--- src/rtl/logic_unit_pipe_pkg.sv ---
// Shared definitions for the pipelined logic unit: function-select encoding
// and the output-register state type.
package logic_unit_pkg;

  typedef logic [2:0] op_t;

  localparam op_t OP_AND  = 3'd0;
  localparam op_t OP_OR   = 3'd1;
  localparam op_t OP_XOR  = 3'd2;
  localparam op_t OP_NAND = 3'd3;
  localparam op_t OP_NOR  = 3'd4;
  localparam op_t OP_XNOR = 3'd5;
  localparam op_t OP_NOT  = 3'd6;
  localparam op_t OP_PASS = 3'd7;

  typedef enum logic {
    ST_EMPTY = 1'b0,
    ST_FULL  = 1'b1
  } ostate_t;

endpackage

--- src/rtl/logic_unit_pipe_if.sv ---
// Handshake/data bundle for logic_unit_pipe. The master drives operands and
// out_ready; the slave (the unit) returns readiness, result and flags.
interface logic_unit_pipe_if #(
  parameter int WIDTH = 8,
  parameter int CNT_W = 16
);
  import logic_unit_pkg::*;

  logic             in_valid;
  logic             in_ready;
  logic [WIDTH-1:0] a;
  logic [WIDTH-1:0] b;
  op_t              op;
  logic             acc_mode;
  logic             acc_load;
  logic             out_valid;
  logic             out_ready;
  logic [WIDTH-1:0] result;
  logic             out_zero;
  logic             out_parity;
  logic [CNT_W-1:0] txn_count;

  modport master (
    output in_valid, a, b, op, acc_mode, acc_load, out_ready,
    input  in_ready, out_valid, result, out_zero, out_parity, txn_count
  );

  modport slave (
    input  in_valid, a, b, op, acc_mode, acc_load, out_ready,
    output in_ready, out_valid, result, out_zero, out_parity, txn_count
  );

endinterface

--- src/rtl/logic_unit_pipe_core.sv ---
// Purely combinational bitwise function block: f = op(x, y), full width,
// no carries between bits.
module logic_unit_core
  import logic_unit_pkg::*;
#(
  parameter int WIDTH = 8
) (
  input  logic [WIDTH-1:0] i_x,
  input  logic [WIDTH-1:0] i_y,
  input  op_t              i_op,
  output logic [WIDTH-1:0] o_f
);

  // Function select
  always_comb begin
    o_f = '0;
    case (i_op)
      OP_AND:  o_f = i_x & i_y;
      OP_OR:   o_f = i_x | i_y;
      OP_XOR:  o_f = i_x ^ i_y;
      OP_NAND: o_f = ~(i_x & i_y);
      OP_NOR:  o_f = ~(i_x | i_y);
      OP_XNOR: o_f = ~(i_x ^ i_y);
      OP_NOT:  o_f = ~i_x;
      OP_PASS: o_f = i_x;
      default: o_f = '0;
    endcase
  end

endmodule

--- src/rtl/logic_unit_pipe.sv ---
// Registered bitwise logic unit with valid/ready handshake and accumulate mode.
// Optional registered result parity when LOGIC_UNIT_PARITY_EN is defined.
module logic_unit_pipe
  import logic_unit_pkg::*;
#(
  parameter int WIDTH = 8,
  parameter int CNT_W = 16
) (
  input logic             clk,
  input logic             rst_n,
  logic_unit_pipe_if.slave bus
);

  localparam logic [CNT_W-1:0] CNT_ONE = CNT_W'(1);

  ostate_t          r_state;
  ostate_t          w_state_nxt;
  logic [WIDTH-1:0] r_acc;
  logic [WIDTH-1:0] r_result;
  logic             r_zero;
  logic             w_parity;
  logic [CNT_W-1:0] r_count;

  logic             w_in_ready;
  logic             w_out_valid;
  logic             w_in_fire;
  logic             w_out_fire;
  logic             w_load;
  logic [WIDTH-1:0] w_x;
  logic [WIDTH-1:0] w_y;
  logic [WIDTH-1:0] w_f;
  logic [WIDTH-1:0] w_res;

  assign w_in_fire  = bus.in_valid && w_in_ready;
  assign w_out_fire = w_out_valid && bus.out_ready;
  assign w_load     = bus.acc_mode && bus.acc_load;

  // Operand selection: accumulate mode folds a into the accumulator
  always_comb begin
    w_x = bus.a;
    w_y = bus.b;
    if (bus.acc_mode) begin
      w_x = r_acc;
      w_y = bus.a;
    end else begin
      w_x = bus.a;
      w_y = bus.b;
    end
  end

  logic_unit_core #(
    .WIDTH (WIDTH)
  ) u_core (
    .i_x  (w_x),
    .i_y  (w_y),
    .i_op (bus.op),
    .o_f  (w_f)
  );

  // Value written to the result (and accumulator) on an input fire
  always_comb begin
    w_res = w_f;
    if (w_load) begin
      w_res = bus.a;
    end else begin
      w_res = w_f;
    end
  end

  // Output register state
  always_ff @(posedge clk) begin
    if (!rst_n) begin
      r_state <= ST_EMPTY;
    end else begin
      r_state <= w_state_nxt;
    end
  end

  // Output register next state
  always_comb begin
    w_state_nxt = r_state;
    case (r_state)
      ST_EMPTY: begin
        if (w_in_fire) begin
          w_state_nxt = ST_FULL;
        end else begin
          w_state_nxt = ST_EMPTY;
        end
      end
      ST_FULL: begin
        if (w_out_fire && !w_in_fire) begin
          w_state_nxt = ST_EMPTY;
        end else begin
          w_state_nxt = ST_FULL;
        end
      end
      default: w_state_nxt = ST_EMPTY;
    endcase
  end

  // Handshake outputs; in_ready passes out_ready through with no skid buffer
  always_comb begin
    w_out_valid = 1'b0;
    w_in_ready  = 1'b1;
    case (r_state)
      ST_EMPTY: begin
        w_out_valid = 1'b0;
        w_in_ready  = 1'b1;
      end
      ST_FULL: begin
        w_out_valid = 1'b1;
        w_in_ready  = bus.out_ready;
      end
      default: begin
        w_out_valid = 1'b0;
        w_in_ready  = 1'b1;
      end
    endcase
  end

  // Result, zero flag, accumulator and beat counter; all move only on input fire
  always_ff @(posedge clk) begin
    if (!rst_n) begin
      r_result <= '0;
      r_zero   <= 1'b0;
      r_acc    <= '0;
      r_count  <= '0;
    end else if (w_in_fire) begin
      r_result <= w_res;
      r_zero   <= (w_res == '0);
      r_count  <= r_count + CNT_ONE;
      if (bus.acc_mode) begin
        r_acc <= w_res;
      end
    end
  end

`ifdef LOGIC_UNIT_PARITY_EN
  logic r_parity;

  function automatic logic f_parity(input logic [WIDTH-1:0] v);
    return ^v;
  endfunction

  // Parity of the held result, registered alongside it
  always_ff @(posedge clk) begin
    if (!rst_n) begin
      r_parity <= 1'b0;
    end else if (w_in_fire) begin
      r_parity <= f_parity(w_res);
    end
  end

  assign w_parity = r_parity;
`else
  assign w_parity = 1'b0;
`endif

  assign bus.in_ready   = w_in_ready;
  assign bus.out_valid  = w_out_valid;
  assign bus.result     = r_result;
  assign bus.out_zero   = r_zero;
  assign bus.out_parity = w_parity;
  assign bus.txn_count  = r_count;

endmodule

--- src/flat_wrapper.sv ---
// flat-port wrapper written by rule: the top's interface ports become plain ports
module logic_unit_pipe_flat import logic_unit_pkg::*;
#(
  parameter int WIDTH = 8,
  parameter int CNT_W = 16
)
  (clk, rst_n, bus_in_valid, bus_a, bus_b, bus_op, bus_acc_mode, bus_acc_load, bus_out_ready, bus_in_ready, bus_out_valid, bus_result, bus_out_zero, bus_out_parity, bus_txn_count);
  logic_unit_pipe_if #(.WIDTH(WIDTH), .CNT_W(CNT_W)) bus_i ();
  input logic clk;
  input logic rst_n;
  input wire logic [$bits(bus_i.in_valid)-1:0] bus_in_valid;
  input wire logic [$bits(bus_i.a)-1:0] bus_a;
  input wire logic [$bits(bus_i.b)-1:0] bus_b;
  input wire logic [$bits(bus_i.op)-1:0] bus_op;
  input wire logic [$bits(bus_i.acc_mode)-1:0] bus_acc_mode;
  input wire logic [$bits(bus_i.acc_load)-1:0] bus_acc_load;
  input wire logic [$bits(bus_i.out_ready)-1:0] bus_out_ready;
  output wire logic [$bits(bus_i.in_ready)-1:0] bus_in_ready;
  output wire logic [$bits(bus_i.out_valid)-1:0] bus_out_valid;
  output wire logic [$bits(bus_i.result)-1:0] bus_result;
  output wire logic [$bits(bus_i.out_zero)-1:0] bus_out_zero;
  output wire logic [$bits(bus_i.out_parity)-1:0] bus_out_parity;
  output wire logic [$bits(bus_i.txn_count)-1:0] bus_txn_count;
  assign bus_i.in_valid = bus_in_valid;
  assign bus_i.a = bus_a;
  assign bus_i.b = bus_b;
  assign bus_i.op = bus_op;
  assign bus_i.acc_mode = bus_acc_mode;
  assign bus_i.acc_load = bus_acc_load;
  assign bus_i.out_ready = bus_out_ready;
  assign bus_in_ready = bus_i.in_ready;
  assign bus_out_valid = bus_i.out_valid;
  assign bus_result = bus_i.result;
  assign bus_out_zero = bus_i.out_zero;
  assign bus_out_parity = bus_i.out_parity;
  assign bus_txn_count = bus_i.txn_count;
  logic_unit_pipe #(.WIDTH(WIDTH), .CNT_W(CNT_W)) u_core (.clk(clk), .rst_n(rst_n), .bus(bus_i));
endmodule
--- config.mk ---
export PLATFORM = sky130hd
export DESIGN_NAME = logic_unit_pipe_flat
export DESIGN_NICKNAME = d
export VERILOG_FILES = /design/src/rtl/logic_unit_pipe_pkg.sv /design/src/rtl/logic_unit_pipe_if.sv /design/src/rtl/logic_unit_pipe_core.sv /design/src/rtl/logic_unit_pipe.sv /design/src/flat_wrapper.sv
export SDC_FILE = /design/constraint.sdc
export NUM_CORES = 1
export LEC_CHECK = 0
export ABC_CLOCK_PERIOD_IN_PS = 3400
export CORE_ASPECT_RATIO = 1.25
export CORE_MARGIN = 5
export CORE_UTILIZATION = 51
export CTS_CLUSTER_DIAMETER = 60
export DETAILED_ROUTE_END_ITERATION = 8
export PLACE_DENSITY_LB_ADDON = 0.08
export SLEW_MARGIN = 20
export SYNTH_ARGS = -nofsm -noshare
export SYNTH_HDL_FRONTEND = slang
export SYNTH_SLANG_ARGS = --single-unit
--- constraint.sdc ---
create_clock -name clk -period 3.4 [get_ports clk]
set_clock_uncertainty 0.1 [all_clocks]
set_input_delay 0.68 -clock clk [delete_from_list [all_inputs] [get_ports clk]]
set_output_delay 0.68 -clock clk [all_outputs]
set_load 0.01 [all_outputs]
==> out/results.ini, run 1 <==
[synthesis]
synthTopCellsByArea = dfxtp_1, ha_1, mux2i_1, a21oi_1, nand2_1
synth_seq_cells = 34
seq_area_frac_synth_pct = 28.2
synth_nets = 351
yosysTopAreaCell = dfxtp_1
yosys_warnings = 0
synth_top_area_share_pct = 28.2
synth_ff_type = dfxtp_1
synth-edff-count = 0
synthArstFlopShare_pct = 0
synthDistinctLibCells = 49
netlist_area_um2 = 2420
syn-instance-count = 309
avgSynthCellArea_um2 = 7.82

[grt]
grt_max_degree = 22
grt_overflow = 0
grt_pass1_vias = 2312
track_usage_pct = 20.2
antenna_found_initial = 0
grt_pass1_wl_um = 10300

[clock_tree]
cts.clk_slew.worst_paths_ns = 0.07
htree_num_levels = 2
hold_buffers = 0
cts_setup_buffers = 0
clock_latency_ns = 0.28
tritoncts = yes
clock_path_buffers = 2
cts_resized = 0
root_buffer = clkbuf_8
cts_sinks = 34
cts_buffers = 5

[timing]
rsz0062_at_grt = no
max_freq_ghz = 0.330
min_period_ns = 3.03
slew_viol_final = 0
hold_viol = 0
fin_tns_setup_ns = 0
setup_viol = 0
post-route-period-util_pct = 89.0

[layout]
fin_nets = 404
n_antenna_cell = 0
layout-drive-gt1-share_pct = 8.59
syn_to_final_growth_pct = 28.2
fin_cells = 421

[drt]
wl_per_cell_um = 14.1
via_per_inst = 5.43
via_count = 2288
drc_errors = 0
first_pass_iters = 4
drt_wl_total_um = 5950
drt_iter0_drc = 188
postRouteAntennaNets = 0

[pwr]
p_leak_nw = 1.30
p_per_area_nw_per_um2 = 324
power.total_w = 0.00100
ir_drop_uv = 327

[die]
die_w_um = 71.6
die_area_um2 = 6230
fp.coreArea_um2 = 4660
initial_core_util_pct = 51.9
fp.dieH_um = 87.0
io_pins = 53
rows = 28

[critical_path]
crit_family = compound AO/OA/AOI/OAI gates
max_stage_delay_ns = 0.51
path_class = primary input to register
crit_arrival_ns = 3.16
cp_num_buf_inv = 2
cp.required_ns = 3.53
critPathMaxFanout = 20
r2r_start = u_core.r_acc[5]
end_kind = register
crit_chain = clkdlybuf4s50_1, buf_12, mux2i_1, ha_1, and3b_1, o21ai_0, o2111ai_1, a31o_1, nor4b_1, a21o_1
r2r_slack_ns = 1.23
crit_slowest_cell = clkdlybuf4s50_1
crit_path_start_kind = primary input
cp-startpoint = bus_acc_mode

[hold_path]
hold_start = u_core.bus.result[1]
hold_class = register to register

[place]
dp_hpwl_um = 4550
dp_cells = 415
gp_congestion = 0.853
io_buffers = 51

[run_status]
outcome = complete, no violations

[run]
maxCapViolCount = 0

-- power breakdown --
group	leakage [nW]	internal (W)	switching, W
Sequential	0.277	0.000416	0.0000108
Combinational	0.978	0.000140	0.000146
Clock	0.0431	0.000156	0.000135
-- cells in the mapped netlist, drive strengths merged (3+ instances only) --
library cell  count
nand3             8
mux2              3
nand2b           10
or3               5
a21oi            29
o22ai             9
buf              10
nand2            35
a31oi             5
inv              23
a221oi            3
o21ai            13
and3              4
or2               4
and2              3
xnor2             6
clkbuf            7
dfxtp            34
nand4             3
mux2i            16
ha               17
xor2             13
nor2             26
-- through the flow --
step	setup slack [ns]	area (um2)	hold slack, ns	utilization [%]
after floorplan	0.711	2420	0.333	-
after global placement	0.107	3020	0.342	64.7
after detailed placement	0.0843	3020	0.346	64.7
after CTS	0.376	3100	0.356	66.5
after global routing	0.182	3100	0.382	66.5
final	0.374	3100	0.353	66.5
-- layout by cell type (no fill, tap or decap), types with 2 or more instances in the layout --
| master | count |
|---|---|
| nor2_1 | 25 |
| inv_1 | 21 |
| and4_1 | 2 |
| o22ai_1 | 9 |
| a21oi_1 | 29 |
| o21ai_0 | 13 |
| mux2_2 | 3 |
| xor2_1 | 13 |
| dfxtp_1 | 34 |
| a221oi_1 | 3 |
| and2_1 | 2 |
| clkbuf_8 | 6 |
| nand2_1 | 35 |
| or3_1 | 5 |
| a211oi_1 | 2 |
| nand2b_1 | 10 |
| clkdlybuf4s50_1 | 51 |
| ha_1 | 17 |
| o211ai_1 | 2 |
| buf_4 | 11 |
| or2_2 | 2 |
| a31oi_1 | 5 |
| nand3_1 | 8 |
| a21o_1 | 2 |
| mux2i_1 | 15 |
| inv_2 | 2 |
| xnor2_1 | 6 |
| nand4_1 | 3 |
| and3_1 | 4 |
| nor2b_1 | 2 |
-- per-layer routing --
metal / GRT usage (%) / wire length [um]
met1: 23.5 / 2550
met2: 36.0 / 3020
met3: 4.85 / 301
met4: 6.84 / 84
met5: 0 / 0
-- cell type report --
cell class                 count  area (um2)
tap                           60        75.1
inverter                      23        86.3
clock buffer                   6        82.6
timing repair buffer          63         613
multi-input combinational    235        1560
sequential                    34         681
fill                         423        1560
-- path summary, 6_finish.rpt --
kind / end / depth (start not counted)
worst min-delay path: u_core.bus.result[1] / 2
worst min register to register: u_core.bus.result[1] / 2
worst max register to register: u_core.bus.out_zero / 8
worst max-delay path: u_core.bus.out_zero / 10
-- logic make-up (layout without fill, tap and decap cells) --
family | count (synthesis) | after routing | synth area share, %
xor+xnor | 19 | 19 | 6.88
compound gates | 72 | 72 | 18.5
mux | 19 | 19 | 8.18
flops | 34 | 34 | 28.2
buf+inv | 40 | 92 | 7.30
other cells | 1 | 1 | 0.155
fa+ha+maj | 17 | 17 | 8.80
simple gates | 107 | 107 | 22.0
-- state kept, by name, indices dropped and copies added, names as in the netlist --
name / cells
u_core.bus.txn_count: 16
u_core.bus.out_zero: 1
u_core.r_state: 1
u_core.r_acc: 8
u_core.bus.result: 8
-- worst reg2reg max path, delay by kind of cell, from the launching register on --
| family | cells | cell delay [ns] |
|---|---|---|
| adder cells (fa/ha/maj) | 1 | 0.21 |
| AO/OA/AOI/OAI | 4 | 0.76 |
| multiplexers | 1 | 0.29 |
| flip-flops | 1 | 0.31 |
| AND/OR/NAND/NOR | 2 | 0.46 |
(Power assumes the default switching activity.)
==> run 2: changes to the inputs <==
Settings changed: CORE_UTILIZATION 51 to 52, HOLD_SLACK_MARGIN set to 0.15, SYNTH_HIERARCHICAL set to 1.
==> run 2 against run 1 <==
Effect of this change: largest cell class unchanged; register-to-register slack worse by 0.41 ns; setup slack lost 0.12 ns; first-iteration DRC count is 71% lower; sequential cell count unchanged.
==> out/results.ini, run 2 <==
[layout]
final_area_um2 = 3370  ; +8.8%
final_common_cell = clkdlybuf4s50_1
final_cell_mix = clkdlybuf4s50_1, nor2_1, dfxtp_1
fin_nets = 410  ; +1.5%
seq_area_um2 = 681  ; unchanged
fillCellCount = 462  ; +9.2%
multi_input_area_um2 = 1720  ; +9.9%
layout-drive-gt1-share_pct = 18.4  ; +9.8 points
syn_to_final_growth_pct = 26.2
n_antenna_cell = 0  ; unchanged
largest_reg_flops = 16  ; unchanged
fin_util_pct = 66.9  ; +0.37 points

[synthesis]
yosysTopAreaCell = dfxtp_1
synthTopCellsByArea = dfxtp_1, ha_1, mux2_2, mux2i_1, a211oi_1
synth_nets = 347  ; -1.1%
synth-edff-count = 0  ; unchanged
syn-instance-count = 305  ; -1.3%
synthArstFlopShare_pct = 0  ; unchanged
synth_commonest_cells = dfxtp_1, nor2_1, inv_1
synthDistinctLibCells = 50  ; +2.0%
synth_ff_type = dfxtp_1
yosys_warnings = 6  ; +6
avgSynthCellArea_um2 = 8.76  ; +12%
synth_seq_cells = 34  ; unchanged
seq_area_frac_synth_pct = 25.5  ; -2.7 points
netlist_area_um2 = 2670  ; +11%
synth_top_area_share_pct = 25.5  ; -2.7 points

[timing]
rsz0062_at_grt = no
max_freq_ghz = 0.317  ; -3.9%
post-route-period-util_pct = 92.7  ; +3.6 points
hold_viol = 0  ; unchanged
max-slew-margin-rel_pct = 65.7
setup_viol = 0  ; unchanged
min_period_ns = 3.15  ; +0.124 ns
slew_viol_final = 0  ; unchanged
whs_ns = 0.397  ; +0.0449 ns
worst_pin_slew_ns = 0.513

[clock_tree]
cts.clk_slew.worst_paths_ns = 0.06  ; about the same
cts_setup_buffers = 0  ; unchanged
clock_latency_ns = 0.28  ; about the same
htree_num_levels = 2  ; unchanged
cts_sinks = 34  ; unchanged
hold_buffers = 0  ; unchanged
tritoncts = yes
root_buffer = clkbuf_8
clock_path_buffers = 2  ; unchanged
cts_buffers = 5  ; unchanged

[critical_path]
r2r_end = u_core/bus.out_zero
path_class = primary input to register
r2r_start = u_core/r_acc[6]
crit_arrival_ns = 3.24  ; +0.08 ns
critPathMaxFanout = 4  ; -80%
reg2reg_depth = 10  ; +2
r2r_slack_ns = 0.82  ; -0.41 ns
crit_path_start_kind = primary input
end_kind = register
cp.required_ns = 3.49  ; -0.04 ns

[pwr]
ir_drop_uv = 164  ; -50%
p_per_area_nw_per_um2 = 317  ; -2.3%
p_leak_nw = 1.38  ; +6.5%

[die]
io_pins = 53  ; unchanged
die_w_um = 74.1  ; +3.5%
fp.dieH_um = 90.2  ; +3.7%
rows = 29  ; +3.6%
initial_core_util_pct = 53.0  ; +1.1 points
die_area_um2 = 6680  ; +7.3%
fp.coreArea_um2 = 5040  ; +8.2%

[hold_path]
hold_class = register to register
hold-path-cell-count = 2  ; unchanged
min_to = u_core/bus.result[7]
hold_start = u_core/bus.result[7]

[drt]
wl_per_cell_um = 13.2  ; -6.5%
via_count = 2318  ; +1.3%
drt_iter0_drc = 55  ; -71%
via_per_inst = 5.38  ; -1.0%
postRouteAntennaNets = 0  ; unchanged
drc_errors = 0  ; unchanged
drt_wl_total_um = 5700  ; -4.2%
first_pass_iters = 4  ; unchanged

[grt]
antenna_found_initial = 0  ; unchanged
grt_max_degree = 27  ; +23%
grt_pass1_vias = 2197  ; -5.0%
grt_pass1_wl_um = 9860  ; -4.3%
track_usage_pct = 18.0  ; -2.3 points
grt_overflow = 0  ; unchanged

[place]
gp_congestion = 0.821  ; -3.7%
place_area_um2 = 3280  ; +8.8%
dp_hpwl_um = 4590  ; +0.90%
io_buffers = 51  ; unchanged

[run]
maxCapViolCount = 0  ; unchanged

[run_status]
outcome = complete, no violations

[run 2: cell types whose count changed after synthesis, moves of 8 or more]
cell	before	now
mux2_2	3	16
nand2b_1	10	1
a211oi_1	2	17
nor2_1	25	34
nand2_1	35	13
o22ai_1	9	0
a21oi_1	29	21
xor2_1	13	2
[run 2: layout make-up]
type	instances	share of cell area (%)
well taps	62	2.30
repair buffers	78	21.2
clock inverters	1	0.148
flip-flops and latches	34	20.2
inverters	25	2.78
clock buffers	7	2.56
multi-input cells	224	50.9
[run 2: worst max path at each step]
stage	start	endpoint	slack, ns	depth (start not counted)
after floorplan	bus_acc_mode	u_core/bus.out_zero	0.10	12
after global placement	bus_acc_mode	u_core/bus.out_zero	-0.21	12
after detailed placement	bus_acc_mode	u_core/bus.out_zero	-0.29	11
after CTS	bus_a[6]	u_core/bus.out_zero	0.24	11
after global routing	bus_a[5]	u_core/bus.out_zero	0.03	12
final	bus_a[6]	u_core/bus.out_zero	0.25	11
[run 2: logic make-up after synthesis]
logic type	count (synthesis)	share of synthesized area, %
AO/OA/AOI/OAI	63	15.5
XOR/XNOR	13	4.26
adder cells (fa/ha/maj)	17	7.96
buffers and inverters	47	10.3
flip-flops	34	25.5
multiplexers	36	16.5
other	1	0.140
AND/OR/NAND/NOR	94	19.8
[run 2: metal layers]
layer,part of all wire (%),GRT usage [%]
met1,44,22.4
met2,51,30.7
met3,3.7,2.23
met4,1.5,6.65
met5,0,0
[run 2: power by group]
part	total (W)	switching (W)	internal, W
registers	0.000430	0.0000119	0.000418
clock network	0.000302	0.000139	0.000163
logic	0.000336	0.000151	0.000185
[run 2: metrics by stage]
stage | total power [W] | cells | setup WS, ns | setup TNS, ns
after global routing | 0.00113 | 431 | 0.0264 | 0
after CTS | 0.00108 | 431 | 0.243 | 0
after floorplan | 0.000660 | 305 | 0.101 | 0
after global placement | 0.000771 | 423 | -0.211 | -0.648
after detailed placement | 0.000778 | 423 | -0.290 | -0.899
final | 0.00107 | 431 | 0.250 | 0
[run 2: worst max-delay path, stage by stage]
cell and delay [ns]:
clkdlybuf4s50_1 0.46, mux2_2 0.30, inv_1 0.07, ha_1 0.24, nor2_1 0.10, a21oi_1 0.05
mux4_2 0.47, or3_1 0.37, nor3_1 0.15, a21oi_1 0.10, o32ai_1 0.26
[run 2: what timing repair did]
item	in CTS	in global routing
setup endpoints to repair	1	1
endpoints found under the hold margin	0	0
resized for setup	1	1
==> run 3: changes to the inputs <==
Settings changed: CORE_ASPECT_RATIO 1.25 to not set.
==> run 3 against run 2 <==
Effect of this change: die area shrank 0.14%; critical path depth grew 1; maximum frequency shrank 0.80%; power grew 2.6%; via count grew 2.0%; sequential cell count is the same; non-clock buffer count grew 3; final cell count grew 2.6%; largest power group unchanged; routed wire length grew 7.5%; clock power is essentially flat; sequential share of layout area shrank 0.52 points; first-iteration DRC count grew 47%; largest cell class unchanged.
==> out/results.ini, run 3 (synthesis gave the netlist of run 2 again) <==
[grt]
track_usage_pct = 18.8  ; +0.85 points
grt_overflow = 0  ; unchanged
grt_pass1_wl_um = 9980  ; +1.3%
grt_pass1_vias = 2241  ; +2.0%
antenna_found_initial = 0  ; unchanged
grt_max_degree = 18  ; -33%

[die]
die_w_um = 81.7  ; +10%
fp.coreArea_um2 = 5040  ; about the same
fp.dieH_um = 81.7  ; -9.4%
rows = 26  ; -10%
die_area_um2 = 6670  ; -0.14%
io_pins = 53  ; unchanged
initial_core_util_pct = 53.0  ; about the same

[drt]
via_per_inst = 5.35  ; -0.51%
drc_errors = 0  ; unchanged
via_count = 2365  ; +2.0%
wl_per_cell_um = 13.9  ; +4.8%
postRouteAntennaNets = 0  ; unchanged
drt_wl_total_um = 6130  ; +7.5%
first_pass_iters = 4  ; unchanged
drt_iter0_drc = 81  ; +47%

[clock_tree]
clock_latency_ns = 0.28  ; about the same
root_buffer = clkbuf_8
htree_num_levels = 2  ; unchanged
hold_buffers = 0  ; unchanged
tritoncts = yes
cts_sinks = 34  ; unchanged
cts.clk_slew.worst_paths_ns = 0.07  ; about the same
cts_buffers = 5  ; unchanged
clock_path_buffers = 2  ; unchanged

[timing]
max-slew-margin-rel_pct = 56.9  ; -8.8 points
hold_viol = 0  ; unchanged
min_period_ns = 3.18  ; +0.0255 ns
worst_pin_slew_ns = 0.645  ; +0.131 ns
max_freq_ghz = 0.315  ; -0.80%
whs_ns = 0.382  ; -0.0153 ns
rsz0062_at_grt = no
slew_viol_final = 0  ; unchanged
setup_viol = 0  ; unchanged
post-route-period-util_pct = 93.4  ; +0.75 points

[critical_path]
cp.required_ns = 3.49  ; about the same
crit_family = simple AND/OR/NAND/NOR gates
cp_num_buf_inv = 2  ; unchanged
crit_slowest_cell = clkdlybuf4s50_1
cp-startpoint = bus_a[5]
r2r_start = u_core/r_acc[5]
crit_cells = 12  ; +1
max_stage_delay_ns = 0.48  ; about the same
reg2reg_depth = 11  ; +1
path_class = primary input to register
critPathMaxFanout = 4  ; unchanged
crit_arrival_ns = 3.27  ; +0.03 ns
crit_path_start_kind = primary input
crit_chain = clkdlybuf4s50_1, mux2_4, inv_1, ha_1, and2b_2, o21ai_2, nand4_1, a21o_1, or3_1, nor3_2, a21oi_2, o32ai_1
end_kind = register

[layout]
final_common_cell = clkdlybuf4s50_1
fin_util_pct = 68.6  ; +1.8 points
final_cell_mix = clkdlybuf4s50_1, nor2_1, dfxtp_1
multi_input_area_um2 = 1760  ; +2.7%
largest_reg_flops = 16  ; unchanged
fin_cells = 442  ; +2.6%
layout-drive-gt1-share_pct = 20.7  ; +2.3 points
fillCellCount = 423  ; -8.4%
syn_to_final_growth_pct = 29.5
seq_area_um2 = 681  ; unchanged
fin_nets = 413  ; +0.73%
n_antenna_cell = 0  ; unchanged

[pwr]
p_per_area_nw_per_um2 = 316  ; about the same
ir_drop_uv = 157  ; -4.3%
p_leak_nw = 1.42  ; +3.0%

[hold_path]
hold-path-cell-count = 2  ; unchanged
hold_class = register to register
hold_start = u_core/bus.txn_count[15]

[place]
io_buffers = 51  ; unchanged
dp_cells = 431  ; +1.9%
gp_congestion = 0.918  ; +12%
dp_hpwl_um = 4690  ; +2.3%

[run]
maxCapViolCount = 0  ; unchanged

[run_status]
outcome = complete, no violations

## run 3: layout make-up
class	instances	area share (%)
Multi-Input combinational cell	224	50.9
Clock buffer	7	2.49
Tap cell	70	2.53
Inverter	25	2.71
Sequential cell	34	19.7
Timing Repair Buffer	81	21.5
Clock inverter	1	0.145
## run 3: worst register-to-register path, stage by stage (launching register included)
cell	delay, ns
dfxtp_1	0.32
mux2_4	0.27
inv_1	0.06
ha_1	0.23
and2b_2	0.22
o21ai_2	0.17
nand4_1	0.10
a21o_1	0.18
or3_1	0.35
nor3_2	0.20
a21oi_2	0.07
o32ai_1	0.21
## run 3: through the flow
stage | power, W | setup TNS, ns | instance area, um2 | setup slack (ns)
6_report | 0.00110 | 0 | 3460 | 0.224
5_1_grt | 0.00116 | 0 | 3460 | 0.0768
4_1_cts | 0.00109 | 0 | 3380 | 0.0570
3_5_place_dp | 0.000782 | -0.368 | 3290 | -0.217
3_3_place_gp | 0.000773 | -0.211 | 3290 | -0.166
2_1_floorplan | 0.000660 | 0 | 2670 | 0.101
## run 3: worst paths after layout
kind,slack (ns),endpoint
worst min-delay path,0.38,u_core/bus.txn_count[15]
worst max-delay path,0.22,u_core/bus.out_zero
worst max register to register,0.83,u_core/bus.out_zero
worst min register to register,0.38,u_core/bus.txn_count[15]
## run 3: timing repair
item,4_1_cts,5_1_grt
setup endpoints to repair,0,1
setup buffers,0,3
resized for setup,0,15
hold endpoints to repair,0,0
## run 3: layer usage
layer  wire length [um]  up-vias  global-route usage [%]
met2               3030       49                    35.2
met5                  0        -                       0
li1                   -     1218                       -
met1               2790     1092                    22.4
met4                 76        0                    5.15
met3                234        6                    2.30
## run 3: where the power goes
group	total, W	switching [W]	internal [W]
sequential	0.000430	0.0000118	0.000418
combinational	0.000360	0.000165	0.000195
clock	0.000305	0.000142	0.000163
total	0.00110	0.000319	0.000776
